<file path="config.mk">
export PLATFORM = sky130hd
export DESIGN_NAME = osc_bank_flat
export DESIGN_NICKNAME = d
export VERILOG_FILES = /design/src/rtl/osc_bank_if.sv /design/src/rtl/osc_bank.sv /design/src/flat_wrapper.sv
export SDC_FILE = /design/constraint.sdc
export NUM_CORES = 1
export LEC_CHECK = 0
export CORE_MARGIN = 4
export CORE_UTILIZATION = 30
export DETAILED_ROUTE_END_ITERATION = 16
export PLACE_DENSITY = 0.46
export SYNTH_ARGS = -nofsm -noshare
export SYNTH_HDL_FRONTEND = slang
export SYNTH_SLANG_ARGS = --single-unit
</file>
<file path="constraint.sdc">
create_clock -name clk -period 3.2 [get_ports clk]
set_clock_uncertainty 0.05 [all_clocks]
set_input_delay 0.32 -clock clk [delete_from_list [all_inputs] [get_ports clk]]
set_output_delay 0.32 -clock clk [all_outputs]
set_load 0.05 [all_outputs]
</file>
<file path="src/rtl/osc_bank_if.sv">
// Oscillator bank bus: shared tick, config write port, per-voice controls and outputs.
// The master drives stimulus and config; the slave (the bank) returns counts and wrap pulses.
interface osc_bank_if #(
   parameter int WIDTH  = 16,
   parameter int VOICES = 4
);
   localparam int VW = (VOICES > 1) ? $clog2(VOICES) : 1;

   logic                    sample_tick;
   logic                    cfg_we;
   logic [VW-1:0]           cfg_voice;
   logic [WIDTH-1:0]        cfg_divider;
   logic                    cfg_mode;
   logic [VOICES-1:0]       voice_en;
   logic [VOICES-1:0]       sync;
   logic [VOICES*WIDTH-1:0] count;
   logic [VOICES-1:0]       wrap;

   modport master (
      output sample_tick, cfg_we, cfg_voice, cfg_divider, cfg_mode, voice_en, sync,
      input  count, wrap
   );

   modport slave (
      input  sample_tick, cfg_we, cfg_voice, cfg_divider, cfg_mode, voice_en, sync,
      output count, wrap
   );
endinterface

</file>
<file path="src/rtl/osc_bank.sv">
// Bank of VOICES phase-counter oscillators (sawtooth/triangle) stepping on sample_tick.
// Outputs are registered: count/wrap reflect the step taken at the previous clock edge.
module osc_bank #(
   parameter int WIDTH  = 16,
   parameter int VOICES = 4
) (
   input  logic      clk,
   input  logic      n_rst,
   osc_bank_if.slave bus
);
   localparam int VW = (VOICES > 1) ? $clog2(VOICES) : 1;

   genvar v;
   generate
      for (v = 0; v < VOICES; v++) begin : g_voice
         logic [WIDTH-1:0] r_div;
         logic             r_mode;
         logic [WIDTH-1:0] r_count;
         logic             r_dir;      // 0 = counting up, 1 = counting down
         logic             r_wrap;

         logic             w_wr;
         logic             w_mode_chg;
         logic             w_step;
         logic [WIDTH-1:0] w_cnt_nxt;
         logic             w_dir_nxt;
         logic             w_wrap_nxt;

         // Out-of-range voice indices match no generate slot, so such writes fall away.
         assign w_wr       = bus.cfg_we && (bus.cfg_voice == VW'(v));
         assign w_mode_chg = w_wr && (bus.cfg_mode != r_mode);
         assign w_step     = bus.sample_tick && bus.voice_en[v] && !bus.sync[v];

         always_comb begin
            w_cnt_nxt  = r_count;
            w_dir_nxt  = r_dir;
            w_wrap_nxt = 1'b0;
            if (bus.sync[v] || w_mode_chg) begin
               w_cnt_nxt = '0;
               w_dir_nxt = 1'b0;
            end else if (w_step) begin
               if (!r_mode) begin
                  if (r_count >= r_div) begin
                     w_cnt_nxt  = WIDTH'(1);
                     w_wrap_nxt = 1'b1;
                  end else begin
                     w_cnt_nxt = r_count + WIDTH'(1);
                  end
               end else if (!r_dir) begin
                  if (r_count >= r_div) begin
                     w_dir_nxt = 1'b1;
                     // Turning at zero (divider 0) must not underflow.
                     w_cnt_nxt = (r_count == '0) ? '0 : r_count - WIDTH'(1);
                  end else begin
                     w_cnt_nxt = r_count + WIDTH'(1);
                  end
               end else begin
                  if (r_count <= WIDTH'(1)) begin
                     w_dir_nxt  = 1'b0;
                     w_cnt_nxt  = r_count + WIDTH'(1);
                     w_wrap_nxt = 1'b1;
                  end else begin
                     w_cnt_nxt = r_count - WIDTH'(1);
                  end
               end
            end
         end

         always_ff @(posedge clk or negedge n_rst) begin
            if (!n_rst) begin
               r_div   <= '0;
               r_mode  <= 1'b0;
               r_count <= '0;
               r_dir   <= 1'b0;
               r_wrap  <= 1'b0;
            end else begin
               if (w_wr) begin
                  r_div  <= bus.cfg_divider;
                  r_mode <= bus.cfg_mode;
               end
               r_count <= w_cnt_nxt;
               r_dir   <= w_dir_nxt;
               r_wrap  <= w_wrap_nxt;
            end
         end

         assign bus.count[v*WIDTH +: WIDTH] = r_count;
         assign bus.wrap[v]                 = r_wrap;
      end
   endgenerate
endmodule

</file>
<file path="src/flat_wrapper.sv">
// flat-port wrapper written by rule: the top's interface ports become plain ports
module osc_bank_flat 
#(
   parameter int WIDTH  = 16,
   parameter int VOICES = 4
)
  (clk, n_rst, bus_sample_tick, bus_cfg_we, bus_cfg_voice, bus_cfg_divider, bus_cfg_mode, bus_voice_en, bus_sync, bus_count, bus_wrap);
  osc_bank_if #(.WIDTH(WIDTH), .VOICES(VOICES)) bus_i ();
  input  logic clk;
  input  logic n_rst;
  input wire logic [$bits(bus_i.sample_tick)-1:0] bus_sample_tick;
  input wire logic [$bits(bus_i.cfg_we)-1:0] bus_cfg_we;
  input wire logic [$bits(bus_i.cfg_voice)-1:0] bus_cfg_voice;
  input wire logic [$bits(bus_i.cfg_divider)-1:0] bus_cfg_divider;
  input wire logic [$bits(bus_i.cfg_mode)-1:0] bus_cfg_mode;
  input wire logic [$bits(bus_i.voice_en)-1:0] bus_voice_en;
  input wire logic [$bits(bus_i.sync)-1:0] bus_sync;
  output wire logic [$bits(bus_i.count)-1:0] bus_count;
  output wire logic [$bits(bus_i.wrap)-1:0] bus_wrap;
  assign bus_i.sample_tick = bus_sample_tick;
  assign bus_i.cfg_we = bus_cfg_we;
  assign bus_i.cfg_voice = bus_cfg_voice;
  assign bus_i.cfg_divider = bus_cfg_divider;
  assign bus_i.cfg_mode = bus_cfg_mode;
  assign bus_i.voice_en = bus_voice_en;
  assign bus_i.sync = bus_sync;
  assign bus_count = bus_i.count;
  assign bus_wrap = bus_i.wrap;
  osc_bank #(.WIDTH(WIDTH), .VOICES(VOICES)) u_core (.clk(clk), .n_rst(n_rst), .bus(bus_i));
endmodule
</file>
# [Word level (Yosys, flattened, before mapping)]
# Index checks and enable logic that the tools add are counted.
[totals] in_bits=31 elab_cells=160 ff_bits=140 out_inout_bits=68
[classes] n_eq_ne=7 magnitude_cmp=8 muxes=76 add_sub_neg=8 reduce_logical=41
[op_table] op="$mux 16" n=32
[op_table] op="$add 16x1->16 const B" n=4
[op_table] op="$ge 16x16->1" n=4
[op_table] op="$le 16x1->1 const B" n=4
[op_table] op="$logic_not 16->1" n=4
[op_table] op="$sub 16x1->16 const B" n=4
[op_table] op="$mux 1" n=44
[op_table] op="$logic_and 1x1->1" n=16
[op_table] op="$reduce_bool 2->1" n=8
[op_table] op="$reduce_and 2->1" n=4
[op_table] op="$eq 2x2->1 const B" n=2
[op_table] op="$logic_not 1->1" n=4
[op_table] op="$logic_or 1x1->1" n=4
[op_table] op="$ne 1x1->1" n=4
[op_table] op="$eq 2x1->1 const B" n=1
[op_table] op="$logic_not 2->1" n=1

# [Depth between registers and ports, before layout]
# Gate-level depths: netlist of run 1.
[depth] depth_word=7 mapped_depth=12 ltp_nobuf=10

# [Worst setup path before layout of run 1]
# OpenSTA, ideal clock, no wires.
[synth_path] kind="register to register" startpoint="register u_core.g_voice[3].r_count[0]" endpoint="register u_core.g_voice[3].r_count[10]" setup_slack_ns=0.106 t_arrival_ns=2.923 required_time_ns=3.028 setup_ns=0.122 path_stages_with_launch=11 synth_period_minus_slack_ns=3.094 path_buffers=1 cell_sequence="dfrtp_1 > inv_1 > ha_1 > nand2b_1 > a31oi_1 > o221ai_1 > a211o_1 > o21ai_0 > buf_2 > o21ai_0 > a32o_1"
[synth_between] elab_chain_cells=7 elab_cells_between_ends=13 cone_classes="add/sub (2); order compare (2); mux (8); reduce/logical (1)"
[synth_lines] element="from (decl)" line_no="osc_bank.sv:18" rtl="logic [WIDTH-1:0] r_count;"
[synth_lines] element="from (signal assigned)" line_no="osc_bank.sv:81" rtl="r_count <= w_cnt_nxt;"
[synth_lines] element="$sub 16x1->16 / $logic_not 16->1 (equally long branches)" line_no="osc_bank.sv:53, osc_bank.sv:63"
[synth_lines] element="$mux 16" line_no="osc_bank.sv:53" rtl="w_cnt_nxt = (r_count == '0) ? '0 : r_count - WIDTH'(1);"
[synth_lines] element="$mux 16" line_no="osc_bank.sv:50" rtl="if (r_count >= r_div) begin"
[synth_lines] element="$mux 16" line_no="osc_bank.sv:49" rtl="end else if (!r_dir) begin"
[synth_lines] element="$mux 16 (*)" line_no="osc_bank.sv:42" rtl="if (!r_mode) begin"
[synth_lines] element="$mux 16 (*)" line_no="osc_bank.sv:41" rtl="end else if (w_step) begin"
[synth_lines] element="$mux 16 (*)" line_no="osc_bank.sv:38" rtl="if (bus.sync[v] || w_mode_chg) begin"
# Mark *: on every way between the ends. The rest lies on a longest branch, timed or not. The select of a mux whose other input is x is not followed.
# A chain may end at the register's enable or synchronous reset.

# [Final worst setup path of run 1]
[layout_path] startpoint="register u_core.g_voice[3].r_count[2]" endpoint="register u_core.g_voice[3].r_count[3]"
# The elaborated chain is that of the path after synthesis.

==> impl_metrics.py, run 1 <==
metrics = {
    "final_layout": {
        "fillCellCount": 3331,
        "final_cell_count_no_fill": 1749,
        "layout_commonest_cell": "dfrtp_1",
        "regArea_mm2": 0.00350,
        "design_area_mm2": 0.0125,
        "areaGrowthSynthToFinish_pct": 25.9,
        "nets": 1405,
        "final_cell_mix": "dfrtp_1, nand2_1, clkdlybuf4s50_1",
        "n_antenna_cell": 0,
        "multi_input_area_mm2": 0.00589,
        "drive_gt1_share_pct": 15.8,
        "finish.utilization_pct": 38.4,
    },
    "global_route": {
        "grt_pass1_wl_mm": 51.5,
        "grt_max_degree": 67,
        "antenna_found_initial": 0,
        "overflow": 0,
        "met1_usage_pct": 25.5,
        "grt_busiest_layer": "met2",
        "met2_usage_pct": 28.6,
        "track_usage_pct": 17.9,
        "grt_pass1_vias": 9113,
        "met3_usage_pct": 3.10,
    },
    "worst_hold_path": {
        "min_path_type": "primary input to asynchronous set/reset pin",
    },
    "die": {
        "num_rows": 66,
        "core_mm2": 0.0326,
        "start_util_pct": 30.5,
        "dieArea_mm2": 0.0361,
        "die_h_um": 190,
        "die_w_um": 190,
        "ios": 99,
    },
    "route": {
        "wl_mm": 32.2,
        "first_pass_iters": 5,
        "vias": 9254,
        "drt_iter0_drc": 646,
        "drc": 0,
        "ant_nets": 0,
        "via_per_inst": 5.29,
        "wl_per_cell_um": 18.4,
    },
    "logic_synthesis": {
        "ys_seq_area_share_pct": 35.2,
        "yosysTopAreaCellShare_pct": 35.2,
        "syn_inst": 1144,
        "syn_nets": 1255,
        "yosys.cell_types.count": 77,
        "synth_seq_cells": 140,
        "synth_top_cell_by_area": "dfrtp_1",
        "synth-edff-count": 0,
        "netlist_top_cells_area": "dfrtp_1, ha_1, mux2_2",
        "synth.avg_cell_area_um2": 8.69,
        "yosys_warnings": 0,
        "synth_flop_cell": "dfrtp_1",
        "synthArstFlopShare_pct": 100,
        "netlist_area_mm2": 0.00994,
    },
    "placement": {
        "gp_congestion": 0.832,
        "placed_area_mm2": 0.0119,
        "numPortBuffers": 98,
        "hpwlAfterDp_mm": 23.7,
        "place_ws_ps": 32.1,
        "place_inst": 1716,
    },
    "cts": {
        "cts_max_level": 4,
        "cts_root_buf": "clkbuf_16",
        "cts.reportedPaths.clkPinSlew_ps": 70,
        "tritoncts": "built",
        "clk_latency_ps": 430,
        "cts_made_buffers": 17,
        "cts.sink_count": 140,
        "clockBufferDepth": 2,
    },
    "sta": {
        "tns_ps": 0,
        "setup_ws_ps": 195,
        "fmax_mhz": 333,
        "worst_slew_pin_slew_ps": 874,
        "slew_headroom_pct": 41.4,
        "fin_crit_ps": 3000,
        "timing.hold.ws_ps": 429,
        "setup_viol": 0,
        "post-route-period-util_pct": 93.9,
        "rsz0062_at_grt": "no",
        "maxSlewViolCount": 0,
        "hold_violations": 0,
    },
    "critical_path": {
        "cp-end-kind": "flip-flop",
        "cp.required_ps": 3430,
        "cp.arrival_ps": 3240,
        "worst-path-max-fanout": 13,
        "ff2ff_path_depth": 10,
        "start_kind": "flip-flop",
        "crit_type": "flip-flop to flip-flop",
    },
    "power": {
        "total_power_mw": 5.03,
        "p_leak_nw": 5.54,
        "vdd_drop_max_v": 0.000372,
        "pwr_density_cell_mw_per_mm2": 402,
    },
    "outcome": {
        "status": "completed",
    },
    "flow_run": {
        "drv_cap": 0,
    },
}
layout make-up:
type	count	area share, %
Clock inverter	11	0.850
Timing Repair Buffer	193	13.7
Tap cell	442	4.42
Clock buffer	21	3.76
Inverter	74	2.22
Multi-Input combinational cell	868	47.1
Sequential cell	140	28.0
Yosys cell counts, types with 15 or more instances:
cell and number:
a221oi_1 17, and3_1 23, a211oi_1 18, mux2_2 54, or3_1 17, nor2_1 86
inv_1 74, o22ai_1 21, o21ai_0 66, nand3_1 32, a21oi_1 73, nor3_1 38
dfrtp_1 140, clkbuf_1 39, nand4_1 15, nand2_1 108, ha_1 80, a31oi_1 18
metal layers:
metal / up-vias / wire, um
met5: - / 0
met4: 0 / 397
met3: 27 / 1260
met2: 208 / 14700
met1: 4515 / 15900
li1: 4504 / -
power breakdown:
group          leakage (nW)  internal, mW  switching [mW]
Sequential             1.81          1.94          0.0997
Clock                 0.277          1.14           0.869
Combinational          3.45         0.415           0.566
Total                  5.54          3.50            1.54
registers in the layout (all words and copies together), names as in the netlist:
signal                  cells
u_core.g_voice.r_dir        4
u_core.g_voice.r_count     64
u_core.g_voice.r_div       64
u_core.g_voice.r_mode       4
u_core.g_voice.r_wrap       4
cells by family after synthesis:
kind of cell,count (synthesis),synth area share [%]
simple gates,390,19.5
compound gates,322,21.3
flops,140,35.2
buf+inv,136,5.79
fa+ha+maj,80,10.1
mux,57,6.42
xor+xnor,19,1.67
critical path, cell delays in order, from the launching register on:
cell and delay [ps]:
dfrtp_1 390, ha_1 310, a211o_1 290, a31oi_1 160, o221ai_1 150, a211o_1 360
o21ai_0 330, buf_4 280, o22ai_1 100, a211oi_1 300, o22ai_1 160
worst paths after layout:
kind / from / endpoint / slack [ps]
setup / recovery: u_core.g_voice[3].r_count[2]$_DFFE_PN0P_ / u_core.g_voice[3].r_count[3]$_DFFE_PN0P_ / 200
hold / removal: n_rst / u_core.g_voice[2].r_count[11]$_DFFE_PN0P_ / 430
setup reg to reg: u_core.g_voice[3].r_count[2]$_DFFE_PN0P_ / u_core.g_voice[3].r_count[3]$_DFFE_PN0P_ / 200
hold reg to reg: u_core.g_voice[3].r_div[15]$_DFFE_PN0P_ / u_core.g_voice[3].r_div[15]$_DFFE_PN0P_ / 450
max in group asynchronous: n_rst / u_core.g_voice[1].r_div[11]$_DFFE_PN0P_ / 1790
min in group clk: u_core.g_voice[3].r_div[15]$_DFFE_PN0P_ / u_core.g_voice[3].r_div[15]$_DFFE_PN0P_ / 450
timing repair:
| action | 4_1_cts | 5_1_grt |
|---|---|---|
| hold endpoints to repair | 64 | 0 |
| setup buffers | 0 | 0 |
| hold buffers | 1 | 0 |
| gates resized for setup | 0 | 6 |
| setup endpoints to repair | 0 | 21 |
Note: power is estimated with default switching activity, not from simulation.
==> run 2, diff against run 1 <==
--- a/config.mk
+++ b/config.mk
@@ -5,7 +5,7 @@
 export SDC_FILE = /design/constraint.sdc
 export NUM_CORES = 1
 export LEC_CHECK = 0
-export CORE_MARGIN = 4
+export CORE_MARGIN = 3
 export CORE_UTILIZATION = 30
 export DETAILED_ROUTE_END_ITERATION = 16
 export PLACE_DENSITY = 0.46
==> run 2 against run 1 <==
Compared with the run above: register-to-register slack better by 30 ps; flip-flop and latch count unchanged; sequential power about the same; largest cell class unchanged; cell count down 0.51%; sequential share of layout area up 0.11 points; clock power up 2%; critical path depth down 1; non-clock buffer count down 9; maximum frequency up 0.98%; hold slack better by 10 ps; clock-buffer cell count down 1.
==> impl_metrics.py, run 2 (synthesis results as in run 1) <==
metrics = {
    "die": {
        "num_rows": 66,
        "core_mm2": 0.0326,
        "ios": 99,
        "dieArea_mm2": 0.0354,
        "die_h_um": 188,
        "start_util_pct": 30.5,
        "die_w_um": 188,
    },
    "route": {
        "via_per_inst": 5.31,
        "wl_mm": 31.8,
        "wl_per_cell_um": 18.2,
        "drc": 0,
        "first_pass_iters": 5,
        "ant_nets": 0,
        "drt_iter0_drc": 587,
        "vias": 9240,
    },
    "placement": {
        "hpwlAfterDp_mm": 23.5,
        "place_inst": 1707,
        "numPortBuffers": 98,
        "gp_congestion": 0.834,
    },
    "global_route": {
        "track_usage_pct": 18.1,
        "antenna_found_initial": 0,
        "grt_pass1_wl_mm": 51.3,
        "grt_max_degree": 75,
        "grt_pass1_vias": 9142,
        "overflow": 0,
    },
    "power": {
        "p_sw_share_pct": 30.1,
        "intPower_mw": 3.55,
        "comb_power_share_pct": 19.1,
        "vdd_drop_max_v": 0.000362,
        "pwr_density_cell_mw_per_mm2": 407,
        "p_leak_nw": 5.51,
        "clkPwrFrac_pct": 40.6,
        "total_power_mw": 5.08,
        "switching_power_mw": 1.53,
        "p_seq_share_pct": 40.3,
    },
    "critical_path": {
        "worst-path-max-fanout": 9,
        "crit_type": "flip-flop to flip-flop",
        "cp.arrival_ps": 3270,
        "start_kind": "flip-flop",
        "cp.required_ps": 3490,
        "cp-end-kind": "flip-flop",
    },
    "final_layout": {
        "areaGrowthSynthToFinish_pct": 25.4,
        "final_cell_mix": "dfrtp_1, nand2_1, clkdlybuf4s50_1",
        "fillCellCount": 3344,
        "final_cell_count_no_fill": 1740,
        "nets": 1396,
        "n_antenna_cell": 0,
        "layout_commonest_cell": "dfrtp_1",
        "drive_gt1_share_pct": 15.5,
        "largest_registers": "u_core.g_voice.r_count (64), u_core.g_voice.r_div (64)",
    },
    "cts": {
        "cts.reportedPaths.clkPinSlew_ps": 70,
        "clockBufferDepth": 2,
        "cts.sink_count": 140,
        "clk_latency_ps": 430,
        "tritoncts": "built",
        "cts_made_buffers": 17,
        "cts_root_buf": "clkbuf_16",
        "cts_max_level": 4,
    },
    "worst_hold_path": {
        "min_path_type": "primary input to asynchronous set/reset pin",
    },
    "sta": {
        "fmax_mhz": 336,
        "post-route-period-util_pct": 93.0,
        "worst_slew_pin_slew_ps": 767,
        "hold_violations": 0,
        "slew_headroom_pct": 48.9,
        "maxSlewViolCount": 0,
        "fin_crit_ps": 2980,
        "setup_viol": 0,
        "rsz0062_at_grt": "no",
    },
    "outcome": {
        "status": "completed",
    },
    "flow_run": {
        "drv_cap": 0,
    },
}
[run 2: cell types whose count changed in the layout (fill, tap and decap cells not counted), sizes merged]
| cell | delta |
|---|---|
| buf | -9 |
| bufinv | +1 |
| clkbuf | -1 |
| clkinv | +1 |
| inv | -1 |
[run 2: final timing paths]
path	slack (ps)	depth (start not counted)	endpoint	start
worst max-delay path	220	9	u_core.g_voice[1].r_count[12]$_DFFE_PN0P_	u_core.g_voice[1].r_count[1]$_DFFE_PN0P_
worst min-delay path	440	2	u_core.g_voice[2].r_count[10]$_DFFE_PN0P_	n_rst
worst max register to register	220	9	u_core.g_voice[1].r_count[12]$_DFFE_PN0P_	u_core.g_voice[1].r_count[1]$_DFFE_PN0P_
worst min register to register	460	1	u_core.g_voice[3].r_div[3]$_DFFE_PN0P_	u_core.g_voice[3].r_div[3]$_DFFE_PN0P_
max in group asynchronous	1850	3	u_core.g_voice[2].r_div[13]$_DFFE_PN0P_	n_rst
min in group clk	460	1	u_core.g_voice[3].r_div[3]$_DFFE_PN0P_	u_core.g_voice[3].r_div[3]$_DFFE_PN0P_
[run 2: layout make-up]
class / instances / area, um^2 / area share [%]
clock inverter: 12 / 136 / 1.09
timing repair buffer: 184 / 1640 / 13.2
clock buffer: 20 / 457 / 3.66
tap: 442 / 553 / 4.44
inverter: 74 / 278 / 2.23
multi-input combinational: 868 / 5890 / 47.3
sequential: 140 / 3500 / 28.1
[run 2: repair_timing]
item | CTS | global route
setup buffers | 0 | 0
endpoints found under the hold margin | 71 | 0
hold buffers | 1 | 0
cloned | 0 | 0
setup endpoints to repair | 1 | 23
gates resized for setup | 1 | 9
[run 2: power groups by stage]
stage,sequential [mW],clock [mW],combinational (mW)
after floorplan,2.09,0,0.614
after global placement,2.07,0,0.966
after detailed placement,2.08,0,0.977
after CTS,2.05,2.11,0.983
after global routing,2.07,2.19,1.11
final,2.04,2.06,0.971
[run 2: layer usage]
layer	up-vias	GRT usage (%)	routed length, um
li1	4494	-	-
met1	4482	25.7	15600
met2	237	29.2	14400
met3	27	2.82	1270
met4	0	4.07	432
met5	-	0	0
[run 2: stage by stage]
step | cell area, um^2 | hold WS (ps) | setup TNS [ps] | utilization [%] | setup slack (ps)
floorplan | 9940 | -25.6 | 0 | - | 106
global placement | 11800 | 367 | 0 | 36.3 | 42.9
detailed placement | 11800 | 366 | -8.37 | 36.3 | -8.37
CTS | 12400 | 460 | 0 | 38.1 | 14.9
global route | 12500 | 470 | 0 | 38.2 | 55.3
finish | 12500 | 439 | 0 | 38.2 | 224
[run 2: worst max-delay path, stage by stage, from the launching register on]
cell and delay [ps]:
dfrtp_1 490, inv_1 150, ha_1 220, or3b_1 400
or3_1 370, or3_1 420, nor3_2 200, a22oi_1 120
or3_1 320, a21oi_1 170
==> run 3, diff against run 2 <==
--- a/config.mk
+++ b/config.mk
@@ -8,6 +8,7 @@
 export CORE_MARGIN = 3
 export CORE_UTILIZATION = 30
 export DETAILED_ROUTE_END_ITERATION = 16
+export MAX_ROUTING_LAYER = met4
 export PLACE_DENSITY = 0.46
 export SYNTH_ARGS = -nofsm -noshare
 export SYNTH_HDL_FRONTEND = slang
==> run 3 against run 2 <==
Compared with the run above: setup slack better by 21 ps; total power about the same; routed wire length barely moved; critical endpoint unchanged; die area stayed put; design area unchanged; register-to-register slack gained 20 ps; global-route usage up 0.53 points; non-clock buffer count did not move.
==> impl_metrics.py, run 3 (synthesis results as in run 1) <==
metrics = {
    "route": {
        "ant_nets": 0,
        "first_pass_iters": 5,
        "wl_mm": 31.8,
        "via_per_inst": 5.31,
        "drt_iter0_drc": 615,
        "drc": 0,
        "vias": 9245,
        "wl_per_cell_um": 18.3,
    },
    "cts": {
        "cts.reportedPaths.clkPinSlew_ps": 70,
        "cts.sink_count": 140,
        "cts_max_level": 4,
        "tritoncts": "built",
        "clockBufferDepth": 2,
        "clk_latency_ps": 420,
        "postCtsSetupBuffers": 0,
        "cts_made_buffers": 17,
        "cts_root_buf": "clkbuf_16",
    },
    "die": {
        "num_rows": 66,
        "dieArea_mm2": 0.0354,
        "core_mm2": 0.0326,
        "start_util_pct": 30.5,
        "ios": 99,
        "die_h_um": 188,
        "die_w_um": 188,
    },
    "critical_path": {
        "critPathMaxStageDelay_ps": 490,
        "critPathLaunch": "u_core.g_voice[1].r_count[1]$_DFFE_PN0P_",
        "crit_top_cell": "or3_1",
        "cp-end-kind": "flip-flop",
        "ff2ff_path_depth": 9,
        "cp.required_ps": 3500,
        "crit_chain": "inv_1 > ha_1 > or3b_1 > or3_1 > or3_1 > nor3_2 > a22oi_1 > or3_1 > a21oi_1",
        "cp_slowest_cell": "dfrtp_1",
        "crit_type": "flip-flop to flip-flop",
        "path_buf_inv": 1,
        "rrSetupSlack_ps": 250,
        "crit_family": "simple AND/OR/NAND/NOR gates",
        "worst-path-max-fanout": 9,
        "start_kind": "flip-flop",
        "r2r-end": "u_core.g_voice[1].r_count[12]$_DFFE_PN0P_",
        "r2r-start": "u_core.g_voice[1].r_count[1]$_DFFE_PN0P_",
        "cp.arrival_ps": 3250,
    },
    "final_layout": {
        "layout_commonest_cell": "dfrtp_1",
        "largest_registers": "u_core.g_voice.r_count (64), u_core.g_voice.r_div (64)",
        "areaGrowthSynthToFinish_pct": 25.4,
        "n_antenna_cell": 0,
        "final_cell_count_no_fill": 1740,
        "final_cell_mix": "dfrtp_1, nand2_1, clkdlybuf4s50_1",
        "nets": 1396,
        "design_area_mm2": 0.0125,
        "drive_gt1_share_pct": 15.5,
    },
    "sta": {
        "rsz0062_at_grt": "no",
        "slew_headroom_pct": 48.7,
        "hold_violations": 0,
        "maxSlewViolCount": 0,
        "setup_viol": 0,
        "worst_slew_pin_slew_ps": 769,
        "fmax_mhz": 338,
        "fin_crit_ps": 2950,
        "post-route-period-util_pct": 92.3,
    },
    "power": {
        "vdd_drop_max_v": 0.000362,
        "p_leak_nw": 5.51,
        "pwr_density_cell_mw_per_mm2": 407,
    },
    "global_route": {
        "grt_pass1_wl_mm": 51.3,
        "antenna_found_initial": 0,
        "grt_max_degree": 75,
        "track_usage_pct": 18.6,
        "grt_pass1_vias": 9134,
        "overflow": 0,
    },
    "placement": {
        "gp_congestion": 0.846,
        "numPortBuffers": 98,
        "placed_area_mm2": 0.0118,
        "place_inst": 1707,
        "hpwlAfterDp_mm": 23.5,
    },
    "outcome": {
        "status": "completed",
    },
    "worst_hold_path": {
        "min_path_type": "primary input to asynchronous set/reset pin",
    },
    "flow_run": {
        "drv_cap": 0,
    },
}
[run 3: cell counts in the layout (fill, tap and decap cells not counted)]
No cell type changed its count.
[run 3: worst reg2reg max path, cell delays in order (launching register included)]
cell	delay [ps]
dfrtp_1	490
inv_1	150
ha_1	220
or3b_1	400
or3_1	370
or3_1	420
nor3_2	200
a22oi_1	120
or3_1	320
a21oi_1	160
[run 3: report_power, final]
part | switching, mW | internal (mW)
clock | 0.863 | 1.20
sequential | 0.104 | 1.94
combinational | 0.557 | 0.413
[run 3: worst max-delay path by stage]
stage	to	slack [ps]	cells past startpoint
2_1_floorplan	u_core.g_voice[3].r_count[10]$_DFFE_PN0P_	110	10
3_3_place_gp	u_core.g_voice[1].r_count[5]$_DFFE_PN0P_	40	10
4_1_cts	u_core.g_voice[3].r_count[13]$_DFFE_PN0P_	10	9
5_1_grt	u_core.g_voice[1].r_count[12]$_DFFE_PN0P_	60	9
3_5_place_dp	u_core.g_voice[1].r_count[5]$_DFFE_PN0P_	-8	10
6_report	u_core.g_voice[1].r_count[12]$_DFFE_PN0P_	250	9
[run 3: final cells by class]
cell class              instances  area [um^2]
well taps                     442          553
inverters                      74          278
multi-input cells             868         5890
clock inverters                12          136
clock buffers                  20          457
flip-flops and latches        140         3500
fillers                      3344        20200
repair buffers                184         1640
[run 3: metrics by stage]
stage	hold WS (ps)	setup WS (ps)	TNS [ps]	power (mW)	util, %
after floorplan	-25.6	106	0	2.70	-
after detailed placement	366	-8.37	-8.37	3.06	36.3
after global routing	470	55.3	0	5.36	38.2
final	436	246	0	5.07	38.2
after CTS	460	14.9	0	5.14	38.1
after global placement	367	42.9	0	3.04	36.3
[run 3: what timing repair did]
item	in CTS	in global routing
resized for setup	1	9
pin swaps	0	0
setup endpoints to repair	1	23
hold endpoints to repair	71	0
hold buffers	1	0
[run 3: metal layers]
| layer | up-vias | track usage, % | routed length, um | share of wire [%] |
|---|---|---|---|---|
| met3 | 29 | 2.65 | 1300 | 4.1 |
| met1 | 4482 | 25.7 | 15500 | 49 |
| met2 | 242 | 29.1 | 14500 | 46 |
| met4 | 0 | 4.33 | 455 | 1.4 |
| li1 | 4492 | - | - | - |
| met5 | - | - | 0 | 0 |
